===== src/rtl/pipe_stage_skid.sv =====
`default_nettype none
// +----------------------------------------------------------------------------+
// | pipe_stage_skid : valid/ready elastic pipeline stage with a 2-entry skid    |
// |                   buffer and a RAW hazard query over both held beats.      |
// | Revision 1.0                                                               |
// +----------------------------------------------------------------------------+
module pipe_stage_skid #(
  parameter int DATA_W   = 32,
  parameter int ADDR_W   = 5,
  parameter int CTRL_W   = 7,
  parameter int WEN_BIT  = 0,
  parameter int ADDR_LSB = 1
) (
  input  logic              clk,
  input  logic              rst_n,
  input  logic              clear_i,
  input  logic              in_valid_i,
  output logic              in_ready_o,
  input  logic [CTRL_W-1:0] in_ctrl_i,
  input  logic [DATA_W-1:0] in_data_i,
  output logic              out_valid_o,
  input  logic              out_ready_i,
  output logic [CTRL_W-1:0] out_ctrl_o,
  output logic [DATA_W-1:0] out_data_o,
  output logic [1:0]        occupancy_o,
  input  logic [ADDR_W-1:0] hz_addr_i,
  output logic              hz_hit_o
);

  logic              main_valid_q, main_valid_d;
  logic [CTRL_W-1:0] main_ctrl_q,  main_ctrl_d;
  logic [DATA_W-1:0] main_data_q,  main_data_d;
  logic              skid_valid_q, skid_valid_d;
  logic [CTRL_W-1:0] skid_ctrl_q,  skid_ctrl_d;
  logic [DATA_W-1:0] skid_data_q,  skid_data_d;
  logic              in_ready_q,   in_ready_d;

  logic w_acc;
  logic w_pop;

  assign w_acc = in_valid_i & in_ready_q;
  assign w_pop = main_valid_q & out_ready_i;

  always_comb begin
    main_valid_d = main_valid_q;
    main_ctrl_d  = main_ctrl_q;
    main_data_d  = main_data_q;
    skid_valid_d = skid_valid_q;
    skid_ctrl_d  = skid_ctrl_q;
    skid_data_d  = skid_data_q;

    if (clear_i) begin
      // Flush wins over any same-cycle accept or pop.
      main_valid_d = 1'b0;
      main_ctrl_d  = '0;
      main_data_d  = '0;
      skid_valid_d = 1'b0;
      skid_ctrl_d  = '0;
      skid_data_d  = '0;
    end else if (!main_valid_q) begin
      if (w_acc) begin
        main_valid_d = 1'b1;
        main_ctrl_d  = in_ctrl_i;
        main_data_d  = in_data_i;
      end
    end else if (w_pop) begin
      if (skid_valid_q) begin
        // in_ready is low whenever the skid is full, so no accept here.
        main_valid_d = 1'b1;
        main_ctrl_d  = skid_ctrl_q;
        main_data_d  = skid_data_q;
        skid_valid_d = 1'b0;
        skid_ctrl_d  = '0;
        skid_data_d  = '0;
      end else if (w_acc) begin
        main_valid_d = 1'b1;
        main_ctrl_d  = in_ctrl_i;
        main_data_d  = in_data_i;
      end else begin
        main_valid_d = 1'b0;
        main_ctrl_d  = '0;
        main_data_d  = '0;
      end
    end else if (w_acc) begin
      skid_valid_d = 1'b1;
      skid_ctrl_d  = in_ctrl_i;
      skid_data_d  = in_data_i;
    end

    in_ready_d = ~skid_valid_d;
  end

  always_ff @(posedge clk or negedge rst_n) begin
    if (!rst_n) begin
      main_valid_q <= 1'b0;
      main_ctrl_q  <= '0;
      main_data_q  <= '0;
      skid_valid_q <= 1'b0;
      skid_ctrl_q  <= '0;
      skid_data_q  <= '0;
      in_ready_q   <= 1'b1;
    end else begin
      main_valid_q <= main_valid_d;
      main_ctrl_q  <= main_ctrl_d;
      main_data_q  <= main_data_d;
      skid_valid_q <= skid_valid_d;
      skid_ctrl_q  <= skid_ctrl_d;
      skid_data_q  <= skid_data_d;
      in_ready_q   <= in_ready_d;
    end
  end

  assign in_ready_o  = in_ready_q;
  assign out_valid_o = main_valid_q;
  assign out_ctrl_o  = main_valid_q ? main_ctrl_q : '0;
  assign out_data_o  = main_valid_q ? main_data_q : '0;
  assign occupancy_o = {1'b0, main_valid_q} + {1'b0, skid_valid_q};

  logic [1:0]        w_ent_valid;
  logic [CTRL_W-1:0] w_ent_ctrl [2];
  logic [1:0]        w_ent_hit;

  assign w_ent_valid   = {skid_valid_q, main_valid_q};
  assign w_ent_ctrl[0] = main_ctrl_q;
  assign w_ent_ctrl[1] = skid_ctrl_q;

  for (genvar e = 0; e < 2; e++) begin : g_hz
    assign w_ent_hit[e] = w_ent_valid[e]
                        & w_ent_ctrl[e][WEN_BIT]
                        & (w_ent_ctrl[e][ADDR_LSB +: ADDR_W] == hz_addr_i)
                        & (hz_addr_i != '0);
  end

  assign hz_hit_o = |w_ent_hit;

endmodule
`default_nettype wire


===== config.mk =====
export PLATFORM = sky130hd
export DESIGN_NAME = pipe_stage_skid
export DESIGN_NICKNAME = d
export VERILOG_FILES = /design/src/rtl/pipe_stage_skid.sv
export SDC_FILE = /design/constraint.sdc
export NUM_CORES = 1
export LEC_CHECK = 0
export CAP_MARGIN = 20
export CORE_AREA = 5 5 67 129
export DETAILED_ROUTE_END_ITERATION = 10
export DIE_AREA = 0 0 72 134
export PLACE_DENSITY = 0.81
export SYNTH_ARGS = -nofsm -noshare
export SYNTH_HDL_FRONTEND = slang
export SYNTH_SLANG_ARGS = --single-unit

===== constraint.sdc =====
create_clock -name clk -period 4.4 [get_ports clk]
set_input_delay 0.88 -clock clk [delete_from_list [all_inputs] [get_ports clk]]
set_output_delay 0.88 -clock clk [all_outputs]
set_load 0.03 [all_outputs]

; Yosys cells after proc, flatten, opt, wreduce, memory -nomap -nowiden
; Cells that the tools add are included.
[totals]
out_inout_bits = 44
wordCells = 59
memories = 0
romBits = 0
reg_bits = 81
mem_bits_rw = 0
inputBits = 49
latch_bits = 0
[op_classes]
n_div = 0
n_eq_ne = 4
magnitude_cmp = 0
n_shift = 0
mul = 0
n_bitwise = 9
muxes = 31
n_addsub = 1
reduce_logical = 7
[ops]
columns = cell, count
row1 = 32-bit 2-to-1 mux, 11
row2 = 7-bit 2-to-1 mux, 11
row3 = 5-bit == test, 2
row4 = 1-bit 2-to-1 mux, 9
row5 = 1-bit AND, 8
row6 = 3-bit nonzero test, 2
row7 = 5-bit nonzero test, 1
row8 = 3-bit by 2-bit != test with 1-bit output (second input constant), 1
row9 = 3-bit != test (second input constant), 1
row10 = 3-bit AND reduction, 1
row11 = 1-bit by 1-bit adder with 2-bit output, 1
row12 = 2-bit AND reduction, 1
row13 = 2-bit nonzero test, 1
row14 = 2-bit OR reduction, 1
row15 = 1-bit NOT, 1

; Depth between registers and ports, before layout
[logic_depth]
ltp_word = 6
ltp_mapped = 7
depth_no_buf = 4

; Least setup slack after synthesis
; Ideal clock, no wire load.
[synth_timing]
path_type = input to output
startpoint = in hz_addr_i[3]
endpoint = out hz_hit_o
cell_stages = 4
t_required_ps = 3520
slack_ps = 1634
t_arrival_ps = 1886
n_path_buf = 0
cell_sequence = xor2_1 > nor4_1 > nand3_1 > a21oi_1
[synth_between]
elab_chain_cells = 4
elab_cells_between_ends = 8
classes_between = eq/ne: 2 / bitwise: 4 / reduce/logical: 2
[synth_lines]
columns = item, line
row1 = start: declaration, 26  ; input logic [ADDR_W-1:0] hz_addr_i,
row2 = 5-bit == test, 130  ; & (w_ent_ctrl[e][ADDR_LSB +: ADDR_W] == hz_addr_i)
row3 = 1-bit AND, 130
row4 = 1-bit AND, 131  ; & (hz_addr_i != '0);
row5 = 2-bit OR reduction *, 134  ; assign hz_hit_o = |w_ent_hit;
row6 = end: declaration, 27  ; output logic hz_hit_o
; Mark *: on every way between the ends. The rest lies on a longest branch, timed or not.

; Worst setup path in the final report
[layout_timing]
startpoint = in hz_addr_i[4]
endpoint = out hz_hit_o
; The elaborated chain is that of the path after synthesis.

==> impl_metrics.csv <==
group,metric,value,unit
run,max_cap_violations,0,
yosys,seq_area_frac_synth,55.2,%
yosys,synth_edf_count,0,
cells_and_area,fillers,618,
placed_design,place_congestion,0.780,
yosys,async_flop_share,100,%
die,io_pins,93,
yosys,synth.area.top_cells,"dfrtp_1 (54%), a22o_1 (9.3%), a22oi_1 (8.0%)",
routing,ant_nets,0,
placed_design,post-dp-hpwl,6140,um
status,run_status,"completed",
clock_network,hold_buffers,0,
yosys,synth_common_cells,"dfrtp_1 (80), nand2_1 (41), and2_1 (40), a22o_1 (39), a22oi_1 (39)",
setup_path,r2r_cells,5,
clock_network,clk_pin_slew,60,ps
sta,drv_slew,0,
routing,avgRoutedWirePerCell,18.2,um
sta,skew,5.01,ps
routing,wl_met1,3450,um
setup_path,crit_slowest_cell,"clkdlybuf4s50_1",
yosys,synth_top_area_cell,"dfrtp_1",
yosys,synth_top_area_share,54.5,%
routing,viasPerCell,5.68,
sta,worst_pin_slew,1080,ps
grt,gr-usage-all-layers,20.7,%
clock_network,h-tree-depth,3,
setup_path,cpMostUsedCell,"clkdlybuf4s50_1",
grt,antenna_found_initial,0,
sta,tns,0,ps
routing,top_layer,"met4",
setup_path,r2r_start,"out_valid_o",
clock_network,clk_path_buf_depth,2,
clock_network,post_cts_resized,0,
setup_path,crit_buf_inv,2,
routing,vias,2933,
yosys,synthFlopType,"dfrtp_1",
die,dieArea,9650,um^2
die,die_x,72,um
power,power.density,363,nW/um^2
yosys,synth-seq-cells,81,
routing,totalWireLength,9380,um
setup_path,cp.required,3520,ps
yosys,synth_cell_types,28,
routing,met3_length,382,um
setup_path,path_cells,"clkdlybuf4s50_1 -> xor2_1 -> nor4_1 -> nand4_1 -> a21oi_1 -> clkdlybuf4s50_1",
setup_path,end_kind,"primary output",
die,initial_utilization,48.7,%
cells_and_area,stdcell_area,4920,um^2
die,core,7540,um^2
yosys,synth.most_common_cell,"dfrtp_1",
routing,met2WireLength,5200,um
yosys,synth.avg_cell_area,10.8,um^2
setup_path,critPathTopFamily,"buffers and inverters",
cells_and_area,final_nets,468,
grt,grt_pass1_wl,15500,um
setup_path,cpPeakStageDelay,690,ps
yosys,postSynthCellCount,339,
yosys,yosysWarnings,0,
sta,finalHoldViolCount,0,
routing,drt_pass1_iterations,4,
die,die_y,134,um
cells_and_area,syn_to_final_growth,34.0,%
setup_path,regToRegSetupSlack,2050,ps
setup_path,critPathKind,"in2out",
cells_and_area,antennaDiodeCount,0,
setup_path,cp_max_fo,3,
clock_network,cts_made_buffers,9,
min_path,hold_path.class,"in2async",
setup_path,crit_arrival,2790,ps
die,placementRows,45,
sta,setup_viol,0,
placed_design,placed_area,4610,um^2
cells_and_area,drive_gt1_share,8.77,%
grt,grt_max_degree,82,
sta,rsz0062_at_grt,"false",
setup_path,start_kind,"input pin",
sta,fmax,273,MHz
placed_design,port_buffers,92,
setup_path,worstSetupStartpoint,"hz_addr_i[4]",
routing,drc_errors,0,
yosys,synth_area,3670,um^2
setup_path,crit_cells,6,
clock_network,cts_tree,"done",
setup_path,crit_end,"hz_hit_o",
clock_network,insertion_delay,330,ps
sta,max_slew_margin,27.6,%
yosys,syn-num-nets,389,
grt,first_global_vias,3128,
clock_network,root_buffer,"clkbuf_16",
clock_network,cts.sinks,81,
clock_network,post_cts_buffers,0,
power,ir_worst_vdd,297,uV
grt,gr-total-overflow,0,
setup_path,r2r-end,"main_data_q[14]",
power,leakagePower,2.22,nW
sta,fin_crit_sh,83.4,%
sta,finalWorstPathRequiredPeriod,3670,ps
routing,drtIter0Drc,246,
## worst min-delay path by stage
stage | startpoint | to | slack [ps] | cells after the start
4_1_cts | main_data_q[27] | main_data_q[27] | 470 | 2
2_1_floorplan | main_ctrl_q[0] | main_ctrl_q[0] | 440 | 2
5_1_grt | rst_n | main_data_q[5] | 460 | 1
3_3_place_gp | main_data_q[30] | main_data_q[30] | 450 | 2
6_report | rst_n | main_data_q[5] | 460 | 1
3_5_place_dp | main_data_q[27] | main_data_q[27] | 460 | 2
## sequential cells by signal (all words and copies together) (netlist names)
signal        flops
skid_valid_q      1
out_valid_o       1
main_data_q      32
skid_ctrl_q       7
in_ready_o        1
skid_data_q      32
main_ctrl_q       7
## layer usage
metal,vias up,track usage [%]
met5,-,0
met4,0,10.4
met3,24,4.80
met2,83,34.7
met1,1452,24.5
li1,1374,-
## layout by cell type (no fill, tap or decap), drive strengths merged, types with 2 or more instances in the layout
| cell | n |
|---|---|
| clkinv | 3 |
| buf | 6 |
| xnor2 | 2 |
| nand2 | 41 |
| a21oi | 4 |
| a22oi | 39 |
| nor4 | 2 |
| clkbuf | 12 |
| dfrtp | 80 |
| clkdlybuf4s50 | 91 |
| and2 | 40 |
| o21ai | 43 |
| inv | 2 |
| a22o | 39 |
| xor2 | 8 |
## area by class of cell
cell class                      count  area [um^2]  share of cell area (%)
Sequential cell                    81         2030                    41.2
Inverter                            2         7.51                   0.153
Multi-Input combinational cell    227         1510                    30.7
Clock buffer                       12          267                    5.41
Tap cell                           94          118                    2.39
Clock inverter                      3         15.0                   0.305
Timing Repair Buffer               97          976                    19.8
## stage by stage
stage	hold slack [ps]	power (mW)	setup slack (ps)	instances	util, %
detailed placement	459	1.10	747	500	61.1
CTS	472	1.80	725	515	64.9
global placement	452	1.09	779	500	61.1
global route	462	1.86	631	516	65.2
floorplan	442	0.969	1630	339	-
finish	456	1.78	730	516	65.2
## cells by family after synthesis
group | after synthesis | share of synthesized area (%)
AO/OA/AOI/OAI | 126 | 24.9
AND/OR/NAND/NOR | 90 | 12.7
flip-flops | 81 | 55.2
buffers and inverters | 31 | 4.43
XOR/XNOR | 10 | 2.38
adder cells (fa/ha/maj) | 1 | 0.341
## report_power, final
| group | switching [mW] | internal, mW |
|---|---|---|
| sequential | 0.0286 | 0.789 |
| clock | 0.275 | 0.422 |
| combinational | 0.152 | 0.118 |
| total | 0.455 | 1.33 |
No activity file was read; power rests on OpenSTA's default activity.
